===== config.mk =====
export PLATFORM = sky130hd
export DESIGN_NAME = fb_wb_arbiter
export DESIGN_NICKNAME = d
export VERILOG_FILES = /design/src/rtl/fb_wb_arbiter.sv
export SDC_FILE = /design/constraint.sdc
export NUM_CORES = 1
export LEC_CHECK = 0
export BUFFER_PORTS_ARGS = -buffer_cell sky130_fd_sc_hd__buf_2
export CAP_MARGIN = 5
export CORE_MARGIN = 3
export CORE_UTILIZATION = 49
export DETAILED_ROUTE_END_ITERATION = 10
export PLACE_DENSITY = 0.93
export SLEW_MARGIN = 5
export SYNTH_ARGS = -nofsm -noshare
export SYNTH_HDL_FRONTEND = slang
export SYNTH_SLANG_ARGS = --single-unit

===== constraint.sdc =====
create_clock -name clk -period 5.1 [get_ports clk]
set_clock_uncertainty 0.1 [all_clocks]
set_input_delay 1.02 -clock clk [delete_from_list [all_inputs] [get_ports clk]]
set_output_delay 1.02 -clock clk [all_outputs]
set_load 0.02 [all_outputs]

===== src/rtl/fb_wb_arbiter.sv =====
// Round-robin writeback arbiter: two write requesters share one register-file port, with a registered output stage one cycle after acceptance.
// Backpressure: only one ready per cycle, set from the valids and the priority pointer. The loser holds its request until it is granted.
module fb_wb_arbiter #(
    parameter int XLEN = 32
) (
    input  logic            clk,
    input  logic            reset,
    input  logic            req0_valid,
    input  logic [4:0]      req0_waddr,
    input  logic [XLEN-1:0] req0_wdata,
    output logic            req0_ready,
    input  logic            req1_valid,
    input  logic [4:0]      req1_waddr,
    input  logic [XLEN-1:0] req1_wdata,
    output logic            req1_ready,
    output logic            we,
    output logic [4:0]      waddr,
    output logic [XLEN-1:0] wdata,
    output logic            wb_src,
    output logic [15:0]     conflict_cnt
);

    logic            r_ptr;
    logic            r_we;
    logic [4:0]      r_waddr;
    logic [XLEN-1:0] r_wdata;
    logic            r_src;
    logic [15:0]     r_cnt;

    logic            w_both;
    logic            w_gnt0;
    logic            w_gnt1;
    logic [4:0]      w_sel_addr;
    logic [XLEN-1:0] w_sel_data;

    // r_ptr = 1 means req1 wins the next contended cycle
    always_comb begin
        w_both     = req0_valid & req1_valid;
        w_gnt0     = ~reset & req0_valid & (~req1_valid | ~r_ptr);
        w_gnt1     = ~reset & req1_valid & (~req0_valid | r_ptr);
        w_sel_addr = w_gnt1 ? req1_waddr : req0_waddr;
        w_sel_data = w_gnt1 ? req1_wdata : req0_wdata;
    end

    always_ff @(posedge clk) begin
        if (reset) begin
            r_ptr   <= 1'b0;
            r_we    <= 1'b0;
            r_waddr <= '0;
            r_wdata <= '0;
            r_src   <= 1'b0;
            r_cnt   <= '0;
        end else begin
            if (w_both) begin
                r_ptr <= w_gnt0;
                if (r_cnt != 16'hFFFF) begin
                    r_cnt <= r_cnt + 16'd1;
                end
            end
            if (w_gnt0 | w_gnt1) begin
                // x0 writes are dropped at the enable but still recorded as a transfer
                r_we    <= (w_sel_addr != 5'd0);
                r_waddr <= w_sel_addr;
                r_wdata <= w_sel_data;
                r_src   <= w_gnt1;
            end else begin
                r_we <= 1'b0;
            end
        end
    end

    assign req0_ready   = w_gnt0;
    assign req1_ready   = w_gnt1;
    assign we           = r_we;
    assign waddr        = r_waddr;
    assign wdata        = r_wdata;
    assign wb_src       = r_src;
    assign conflict_cnt = r_cnt;

endmodule


; After elaboration in Yosys (flattened, before gate mapping)
; Index checks and enable logic that the tools add are counted.
[word_totals]
latch_bits = 0
mem_bits_ro = 0
ff_bits = 56
ram_bits = 0
memories = 0
[classes]
muxes = 2
mul = 0
n_eq_ne = 1
reduce_logical = 3
shifts = 0
magnitude_cmp = 0
bitwise = 13
addsub = 1
div_mod_pow = 0
[op_table]
columns = operator, count
row1 = 32-bit 2-to-1 mux, 1
row2 = 16-bit by 1-bit adder with 16-bit output (second input constant), 1
row3 = 16-bit != test (second input constant), 1
row4 = 1-bit bitwise AND, 5
row5 = 5-bit 2-to-1 mux, 1
row6 = 1-bit inverter, 5
row7 = 5-bit nonzero test, 1
row8 = 1-bit OR, 3
row9 = 2-bit AND reduction, 1
row10 = 2-bit OR reduction, 1

; Logic depth before layout (Yosys ltp)
; Gate-level depths: netlist of run 1.
[logic_depth]
ltp_word = 6
mapped_depth = 6

; Worst setup path before layout of run 1
; Ideal clock, no wire load.
[synth_timing]
path_kind = input port to output port
start = input port req1_valid
end = output port req1_ready
path_slack_ns = 1.973
t_arrival_ns = 2.007
required_ns = 3.980
cell_stages = 5
n_path_buf = 3
cell_sequence = buf_4 nand3b_1 clkbuf_1 clkbuf_1 inv_1
[synth_between]
elab_chain_cells = 2
[synth_rtl]
columns = element, line
row1 = start: declaration, 12  ; input logic req1_valid,
row2 = 1-bit bitwise AND (2 in a row), 40  ; w_gnt1 = ~reset & req1_valid & (~req0_valid | r_ptr);
row3 = end: declaration, 15  ; output logic req1_ready,
; Every way passes these cells.

; Final worst setup path of run 1
[layout_timing]
start = input port reset
end = output port req0_ready
[layout_between]
elab_chain_cells = 3
[layout_rtl]
columns = element, line
row1 = start: declaration, 7  ; input logic reset,
row2 = 1-bit inverter, 39  ; w_gnt0 = ~reset & req0_valid & (~req1_valid | ~r_ptr);
row3 = 1-bit bitwise AND (2 in a row), 39
row4 = end: declaration, 11  ; output logic req0_ready,
; Every way passes these cells.

==> results of run 1 <==
## power by group through the flow
stage	logic, mW	clock network, mW	registers [mW]
after floorplan	0.0722	0	0.522
after global routing	0.190	0.272	0.484
final	0.176	0.251	0.481
after detailed placement	0.176	0	0.490
after CTS	0.177	0.256	0.481
after global placement	0.171	0	0.490
## path summary, 6_finish.rpt
path,depth (start not counted),endpoint,slack (ns)
setup / recovery,3,req0_ready,2.28
hold / removal,2,conflict_cnt[15],0.41
setup reg to reg,4,conflict_cnt[6],3.16
hold reg to reg,2,conflict_cnt[15],0.41
## cell type report
cell class	count	area share, %
multi-input cells	201	40.9
flip-flops and latches	56	33.1
repair buffers	137	20.4
clock buffers	7	2.55
well taps	67	2.47
inverters	3	0.332
clock inverters	1	0.221
## worst max-delay path, delay by kind of cell
| kind | cells | cell delay [ns] |
|---|---|---|
| AO/OA/AOI/OAI | 1 | 0.28 |
| buffers and inverters | 2 | 0.40 |
## placed cells by master, fill, tap and decap left out, types with 3 or more instances in the layout
| cell | Yosys | layout |
|---|---|---|
| buf_2 | 3 | 134 |
| dfxtp_1 | 56 | 56 |
| nor2_1 | 46 | 46 |
| mux2i_1 | 38 | 38 |
| a211oi_1 | 37 | 37 |
| a21oi_1 | 10 | 10 |
| nand2_1 | 8 | 8 |
| o21ai_0 | 7 | 7 |
| clkbuf_8 | 0 | 6 |
| or3_1 | 5 | 5 |
| nor3_1 | 5 | 5 |
| or4_1 | 4 | 4 |
| nand2b_1 | 3 | 3 |
| inv_1 | 3 | 3 |
| nand4_1 | 3 | 3 |
| and3_1 | 3 | 3 |
| o41ai_1 | 3 | 3 |
| a31oi_1 | 3 | 3 |
| buf_4 | 2 | 3 |
## flip-flops by register name, indices dropped and copies added, names as in the netlist
register / count
wdata: 32
conflict_cnt: 16
waddr: 5
r_ptr: 1
wb_src: 1
we: 1
## per-stage QoR
stage	hold WS, ns	setup slack (ns)	power, mW	area [sq um]
2_1_floorplan	0.411	1.97	0.594	2600
3_3_place_gp	0.381	2.29	0.661	3300
3_5_place_dp	0.400	2.27	0.666	3300
4_1_cts	0.417	2.26	0.914	3390
5_1_grt	0.451	2.24	0.946	3390
6_report	0.412	2.28	0.908	3390
## kinds of logic after synthesis
| family | share of synthesized area [%] |
|---|---|
| flops | 43.1 |
| xor+xnor | 0.673 |
| simple gates | 18.1 |
| compound gates | 18.7 |
| buf+inv | 3.89 |
| mux | 15.0 |
| fa+ha+maj | 0.481 |
## routing by layer
layer	up-vias	track usage (%)	wire, microns	share of wire [%]
li1	1280	-	-	-
met1	1215	26.2	2850	39
met2	106	42.0	3770	51
met3	10	7.82	652	8.9
met4	0	4.98	98	1.3
met5	-	0	0	0
==> run summary, run 1 <==
Layout cell share with drive strength beyond 1: 37.3%
Flop pwr share: 53.0%
CP max FO: 12
Max Root-Sink Buffers: 2
Area of the multi-input gates: 1390 sq um
Clock slew at reported path FFs: 0.10 ns
Largest net degree at the start of global routing: 76
Via count: 2611
Worst reg2reg startpoint: conflict_cnt[13]
Post-synth top area cell: dfxtp_1
Status: completed
HP Class: flip-flop to flip-flop
Cell Rows: 25
Internal Pwr Total: 0.650 mW
Hold_sp: conflict_cnt[15]
Die area: 6220 sq um
Initial antenna violation count: 0
FILL cells: 385
Post-Syn Area: 2600 sq um
Tmin final: 2.82 ns
Tcrit/Tclk final: 55.3%
Power per cell area: 268 nW/um^2
WL per Instance: 15.6 microns
Core Area: 4910 sq um
Maxcap violations: 0
Final non-filler cell total: 472
Post-synth top area share: 43.1%
Crit path top cell by count: buf_2
CP startpoint kind: input pin
Slew at the pin closest to its max-slew limit: 0.691 ns
Final hold violation count: 0
Routed vias/inst: 5.53
Switching pwr: 0.257 mW
RSZ-0062 raised after global routing: false
Placed insts: 464
First-pass GRT wire length: 11600 microns
WP data arrival: 1.70 ns
Setup TNS: 0 ns
Clock Latency Late Sink: 0.30 ns
CP max stage delay: 0.28 ns
Critical path cell sequence: buf_2 > a211oi_4 > buf_2
Top cells by count, synth: dfxtp_1 (56), nor2_1 (46), mux2i_1 (38), a211oi_1 (37), clkbuf_1 (12)
Slowest CP cell: a211oi_4
Ant. Diodes: 0
Hold_buf cts: 0
Resized Gates After CTS: 0
WP data required: 3.98 ns
Antenna-violating nets left: 0
Number of flops mapped to enable cells by yosys: 0
Initial core utilization: 53.0%
Layout net count: 483
Seq/Total Area, Yosys: 43.1%
LEAKAGE: 1.51 nW
FF+latch area: 1120 sq um
Post-CTS Repair Setup Buffers: 0
Slew headroom: 53.9%
CP Class: input pin to output pin
Post-synthesis register bit count: 56
Sw Share: 28.4%
Largest cells by area after synthesis: dfxtp_1 (43%), mux2i_1 (15%), a211oi_1 (11%)
Synth Instances: 279
Buffers on Ports: 134
Syn Nets: 358
Root Driver: clkbuf_8
Core Util, Final: 69.0%
Count leader, synth: dfxtp_1
Remaining Overflow, GRT: 0
Dominant synthesized flop cell: dfxtp_1
Setup violators final: 0
Area added between synthesis and finish: 30.3%
Clock power frac: 27.7%
GRT Util Overall: 23.1%
CTS tree: built
DRC viols: 0
Post-synth cell types: 42
Die X: 78.9 microns
CTS sink cnt: 56
H-tree depth: 2
CP startpoint: reset
YS warnings: 0
Number of I/O pins: 135
Initial DRC Count: 149
F_max: 354 MHz
VDD IR-drop max: 0.175 mV
GP Congestion: 0.860
Num CTS Buffers: 5
HPWL Detailed: 5520 microns
Critical Path Sink Type: output pin
First drt pass iteration count: 4
Die span in y: 78.9 microns
Ys async rst share: 0%
Gate power share: 19.4%
Avg Cell Area, Syn: 9.33 sq um
WL final: 7370 microns
Fin. max-slew vios: 0
Vias in the first global route: 2499
Note: power is estimated with default switching activity, not from simulation.
==> run 2, diff against run 1 <==
- CORE_UTILIZATION: 49 -> 45
- PLACE_DENSITY: 0.93 -> 0.87
- clock period: 5.1 -> 2.65 ns (I/O delays scaled with it)
==> run 2 against run 1 <==
  * Non-clock buffer count up 2
  * Worst hold slack worse by 0.042 ns
  * First-iteration DRC count down 37%
  * Critical path type is now flip-flop to flip-flop
  * Largest power group unchanged
==> run summary, run 2 (synthesis results as in run 1) <==
Vias in the first global route: 2428 (was 2499)
Critical Path Sink Type: flip-flop (was output pin)
Worst reg2reg startpoint: conflict_cnt[13] (unchanged)
Gate power share: 18.2% (was 19.4%)
R2r setup slk: 0.72 ns (was 3.16 ns)
Core Area: 5540 sq um (was 4910 sq um)
Tmin final: 1.93 ns
Die X: 82.1 microns (was 78.9 microns)
First drt pass iteration count: 5 (was 4)
Cell Rows: 27 (was 25)
HP Class: input pin to flip-flop (was flip-flop to flip-flop)
Antenna-violating nets left: 0 (unchanged)
CP Class: flip-flop to flip-flop (was input pin to output pin)
VDD IR-drop max: 0.243 mV (was 0.175 mV)
Ant. Diodes: 0 (unchanged)
GRT Util Overall: 20.7% (was 23.1%)
Clock Latency Late Sink: 0.31 ns (was 0.30 ns)
Maxcap violations: 0 (unchanged)
Number of I/O pins: 135 (unchanged)
Initial DRC Count: 94 (was 149)
Hold Path Depth: 3 (was 2)
CP startpoint kind: flip-flop (was input pin)
FF-to-FF End: conflict_cnt[6] (unchanged)
Die span in y: 82.1 microns (was 78.9 microns)
Root Driver: clkbuf_8 (unchanged)
WP data arrival: 2.08 ns (was 1.70 ns)
Post-CTS Repair Setup Buffers: 0 (unchanged)
Setup violators final: 0 (unchanged)
Routed vias/inst: 5.45 (was 5.53)
Area added between synthesis and finish: 32.2% (was 30.3%)
WL per Instance: 14.3 microns (was 15.6 microns)
Setup TNS: 0 ns (unchanged)
Sw Share: 27.1% (was 28.4%)
Clock power frac: 32.0% (was 27.7%)
GP Congestion: 0.767 (was 0.860)
Commonest non-fill, non-tap cell in the layout: buf_2 (unchanged)
Slew headroom: 53.5% (was 53.9%)
Commonest cells after routing, fill and taps aside: buf_2 (134), dfxtp_1 (56), nor2_1 (46) (unchanged)
Hold_buf cts: 0 (unchanged)
Resized Gates After CTS: 0 (unchanged)
WP data required: 2.80 ns (was 3.98 ns)
Cell count of the worst reg-to-reg path: 4 (unchanged)
Via count: 2612 (was 2611)
Internal Pwr Total: 1.35 mW (was 0.650 mW)
Tcrit/Tclk final: 73.0%
RSZ-0062 raised after global routing: false (unchanged)
Power per cell area: 538 nW/um^2 (was 268 nW/um^2)
Layout cell share with drive strength beyond 1: 37.8% (was 37.3%)
Hold_sp: req0_waddr[2] (was conflict_cnt[15])
Layout net count: 485 (was 483)
CTS tree: built (unchanged)
Flop pwr share: 49.9% (was 53.0%)
Largest net degree at the start of global routing: 56 (was 76)
LEAKAGE: 1.54 nW (was 1.51 nW)
FILL cells: 481 (was 385)
Num CTS Buffers: 5 (unchanged)
Final hold violation count: 0 (unchanged)
Fin. max-slew vios: 0 (unchanged)
Slew at the pin closest to its max-slew limit: 0.691 ns (about the same)
Hold EP: we (was conflict_cnt[15])
WL final: 6860 microns (was 7370 microns)
Switching pwr: 0.502 mW (was 0.257 mW)
F_max: 517 MHz
DRC viols: 0 (unchanged)
Max FFs per register: 32 (unchanged)
First-pass GRT wire length: 11000 microns (was 11600 microns)
Remaining Overflow, GRT: 0 (unchanged)
Initial core utilization: 47.0% (was 53.0%)
Core Util, Final: 62.1% (was 69.0%)
Die area: 6730 sq um (was 6220 sq um)
HPWL Detailed: 5110 microns (was 5520 microns)
Initial antenna violation count: 0 (unchanged)
Buffers on Ports: 134 (unchanged)
CTS sink cnt: 56 (unchanged)
H-tree depth: 2 (unchanged)
Clock slew at reported path FFs: 0.11 ns (was 0.10 ns)
Status: completed (unchanged)
CP max FO: 10 (was 12)
Max Root-Sink Buffers: 2 (unchanged)
run 2: changes by cell type in the layout (fill, tap and decap cells not counted):
cell / change
clkinvlp_4: -1
buf_4: +2
clkbuf_1: -1
bufinv_16: +1
clkinv_4: +1
run 2: power by group through the flow:
stage	Combinational [mW]	Sequential (mW)	Clock, mW
floorplan	0.139	1.00	0
global placement	0.333	0.941	0
detailed placement	0.339	0.941	0
CTS	0.341	0.923	0.603
global route	0.369	0.930	0.640
finish	0.336	0.923	0.592
run 2: final cells by class:
cell class	instances	area [sq um]	area share, %
timing repair buffer	139	708	20.6
clock inverter	2	38.8	1.13
multi-input combinational	201	1390	40.3
inverter	3	11.3	0.327
clock buffer	6	82.6	2.40
tap	72	90.1	2.62
sequential	56	1120	32.6
run 2: critical path, cell delays in order (launching register included):
cell and delay, ns:
dfxtp_1 0.42, nand4_1 0.30, o41ai_4 0.70, o21ai_0 0.21
a21oi_1 0.14
run 2: how the worst max path moves through the flow:
stage | startpoint | slack, ns | end | depth (start not counted)
2_1_floorplan | req1_valid | 0.50 | req1_ready | 5
3_3_place_gp | reset | 0.59 | wdata[27] | 5
3_5_place_dp | reset | 0.52 | wdata[26] | 5
4_1_cts | conflict_cnt[13] | 0.68 | conflict_cnt[9] | 4
5_1_grt | conflict_cnt[13] | 0.42 | conflict_cnt[9] | 4
6_report | conflict_cnt[13] | 0.72 | conflict_cnt[6] | 4
run 2: metal layers:
metal | vias to the layer above | track usage (%) | share of wire [%]
met5 | - | 0 | 0
met2 | 116 | 37.1 | 51
met4 | 0 | 6.81 | 1.7
met1 | 1193 | 24.5 | 39
li1 | 1290 | - | -
met3 | 13 | 4.17 | 7.5
run 2: per-stage QoR:
stage / hold WS [ns] / total power, mW / instance area (sq um) / setup slack [ns] / instances
global placement: 0.387 / 1.27 / 3320 / 0.594 / 471
global route: 0.365 / 1.94 / 3440 / 0.418 / 479
finish: 0.370 / 1.85 / 3440 / 0.716 / 479
detailed placement: 0.400 / 1.28 / 3320 / 0.515 / 471
floorplan: 0.411 / 1.14 / 2600 / 0.503 / 279
CTS: 0.365 / 1.87 / 3440 / 0.680 / 479
==> run 3, diff against run 2 <==
- CORE_UTILIZATION: 45 -> 41
- PLACE_DENSITY: 0.87 -> 0.83
- clock period: 2.65 -> 1.7 ns (I/O delays scaled with it)
==> run 3 against run 2 <==
  * Final cell count rose by 7.1%
  * Global-route usage is 0.65 points lower
  * Combinational power up 75%
  * Wire length grew 9.9%
  * Critical path depth is 1 higher
  * Non-clock buffer count is 32 higher
  * Die area up 9.0%
  * Power increased by 50%
  * Sequential cell count did not move
  * Worst hold slack got worse by 0.16 ns
  * Clock power grew 26%
==> run summary, run 3 (synthesis results as in run 1) <==
Tmin final: 1.69 ns
Hold_sp: req1_wdata[11] (was req0_waddr[2])
Buffers on Ports: 134 (unchanged)
Layout cell share with drive strength beyond 1: 47.5% (was 37.8%)
Pwr Total: 2.77 mW (was 1.85 mW)
Final hold violation count: 0 (unchanged)
WL per Instance: 14.7 microns (was 14.3 microns)
Critical Path Sink Type: output pin (was flip-flop)
WL final: 7540 microns (was 6860 microns)
Vias in the first global route: 2666 (was 2428)
FILL cells: 517 (was 481)
Slew headroom: 73.5% (was 53.5%)
Num CTS Buffers: 5 (unchanged)
HPWL Detailed: 5450 microns (was 5110 microns)
R2r setup slk: 0.006 ns (was 0.72 ns)
First-pass GRT wire length: 12100 microns (was 11000 microns)
Die area: 7340 sq um (was 6730 sq um)
Remaining Overflow, GRT: 0 (unchanged)
Slew at the pin closest to its max-slew limit: 0.392 ns (was 0.691 ns)
Root Driver: clkbuf_8 (unchanged)
Setup violators final: 0 (unchanged)
Max FFs per register: 32 (unchanged)
Clock Latency Late Sink: 0.30 ns (was 0.31 ns)
RSZ-0062 raised after global routing: true (was false)
CP max FO: 3 (was 10)
Initial core utilization: 43.2% (was 47.0%)
CTS tree: built (unchanged)
Placed Area: 3520 sq um (was 3320 sq um)
Cell Rows: 28 (was 27)
WP data required: 1.26 ns (was 2.80 ns)
First drt pass iteration count: 4 (was 5)
Commonest non-fill, non-tap cell in the layout: buf_2 (unchanged)
GRT Util Overall: 20.0% (was 20.7%)
Hold EP: wdata[11] (was we)
GP Congestion: 0.834 (was 0.767)
CTS sink cnt: 56 (unchanged)
Die span in y: 85.7 microns (was 82.1 microns)
Tcrit/Tclk final: 99.7%
FF-to-FF End: conflict_cnt[9] (was conflict_cnt[6])
Routed vias/inst: 5.31 (was 5.45)
Largest net degree at the start of global routing: 40 (was 56)
H-tree depth: 2 (unchanged)
Maxcap violations: 0 (unchanged)
Cell count of the worst reg-to-reg path: 4 (unchanged)
DRC viols: 0 (unchanged)
CP Class: flip-flop to output pin (was flip-flop to flip-flop)
Die X: 85.7 microns (was 82.1 microns)
Worst reg2reg startpoint: conflict_cnt[5] (was conflict_cnt[13])
Layout net count: 517 (was 485)
Via count: 2725 (was 2612)
VDD IR-drop max: 0.384 mV (was 0.243 mV)
Dpl ws: -0.117 ns (was 0.515 ns)
Area added between synthesis and finish: 46.3% (was 32.2%)
HP Class: input pin to flip-flop (unchanged)
LEAKAGE: 1.72 nW (was 1.54 nW)
Commonest cells after routing, fill and taps aside: buf_2 (132), nor2_1 (46), dfxtp_1 (45) (was buf_2 (134), dfxtp_1 (56), nor2_1 (46))
Fin. max-slew vios: 0 (unchanged)
Initial DRC Count: 99 (was 94)
CP startpoint kind: flip-flop (unchanged)
Setup ws final: 0.00556 ns (was 0.716 ns)
Clock slew at reported path FFs: 0.10 ns (was 0.11 ns)
Max Root-Sink Buffers: 2 (unchanged)
Core Area: 6030 sq um (was 5540 sq um)
Antenna-violating nets left: 0 (unchanged)
Hold Path Depth: 3 (unchanged)
F_max: 590 MHz
Ant. Diodes: 0 (unchanged)
Power per cell area: 727 nW/um^2 (was 538 nW/um^2)
Hold_buf cts: 0 (unchanged)
Status: completed (unchanged)
Design Area, Final: 3810 sq um (was 3440 sq um)
WP data arrival: 1.25 ns (was 2.08 ns)
Initial antenna violation count: 0 (unchanged)
Number of I/O pins: 135 (unchanged)
## run 3: changes by cell type in the layout (fill, tap and decap cells not counted), moves of 2 or more
cell / change
dfxtp_4: +3
dfxtp_1: -11
nor3_2: +2
a21oi_1: -2
buf_12: +2
dfxtp_2: +8
nor3_1: -2
a21oi_2: +2
buf_2: -2
buf_4: +29
## run 3: critical path: stages (launching register included)
cell	delay [ns]
dfxtp_4	0.38
nand2b_4	0.12
nand3b_1	0.13
buf_4	0.17
inv_2	0.04
buf_6	0.11
## run 3: stage by stage
step	TNS, ns	hold slack, ns	cells	utilization, %
2_1_floorplan	-0.155	0.381	279	-
3_3_place_gp	-0.391	0.398	496	58.4
3_5_place_dp	-1.36	0.403	496	58.4
4_1_cts	-0.000488	0.182	510	61.7
5_1_grt	-0.141	0.201	513	63.2
6_report	0	0.211	513	63.2
## run 3: area by class of cell
class	count	area, sq um	area share (%)
multi-input cells	201	1460	38.2
flip-flops and latches	56	1140	30.0
repair buffers	171	1010	26.6
well taps	75	93.8	2.46
clock buffers	6	82.6	2.17
inverters	3	11.3	0.296
clock inverters	1	8.76	0.230
## run 3: where the power goes
group	internal (mW)	leakage (nW)	total [mW]	switching (mW)
Clock	0.326	0.0473	0.748	0.422
Combinational	0.271	1.20	0.589	0.317
Sequential	1.39	0.466	1.43	0.0415
## run 3: routing by layer
metal  wire (microns)  up-vias  share of wire (%)  track usage [%]
li1                 -     1357                  -                -
met1             3120     1263                 41             23.7
met2             3840       95                 51             36.0
met3              467       10                6.2             4.32
met4              112        0                1.5             6.19
met5                0        -                  0                0
## run 3: repair_timing
action                                  in CTS  in global routing
resized for setup                           14                 15
endpoints found under the setup margin       7                 24
setup buffers                                6                  3
endpoints found under the hold margin        0                  0
gates cloned                                 1                  0
pin swaps                                    3                  5
## run 3: how the worst max path moves through the flow
stage	startpoint	to	slack [ns]	depth (start not counted)
CTS	r_ptr	req1_ready	-0.0005	5
detailed placement	req1_valid	wdata[27]	-0.12	5
floorplan	conflict_cnt[4]	conflict_cnt[9]	-0.06	4
global placement	req1_valid	conflict_cnt[9]	-0.06	5
finish	r_ptr	req1_ready	0.006	5
global route	conflict_cnt[6]	conflict_cnt[9]	-0.07	4
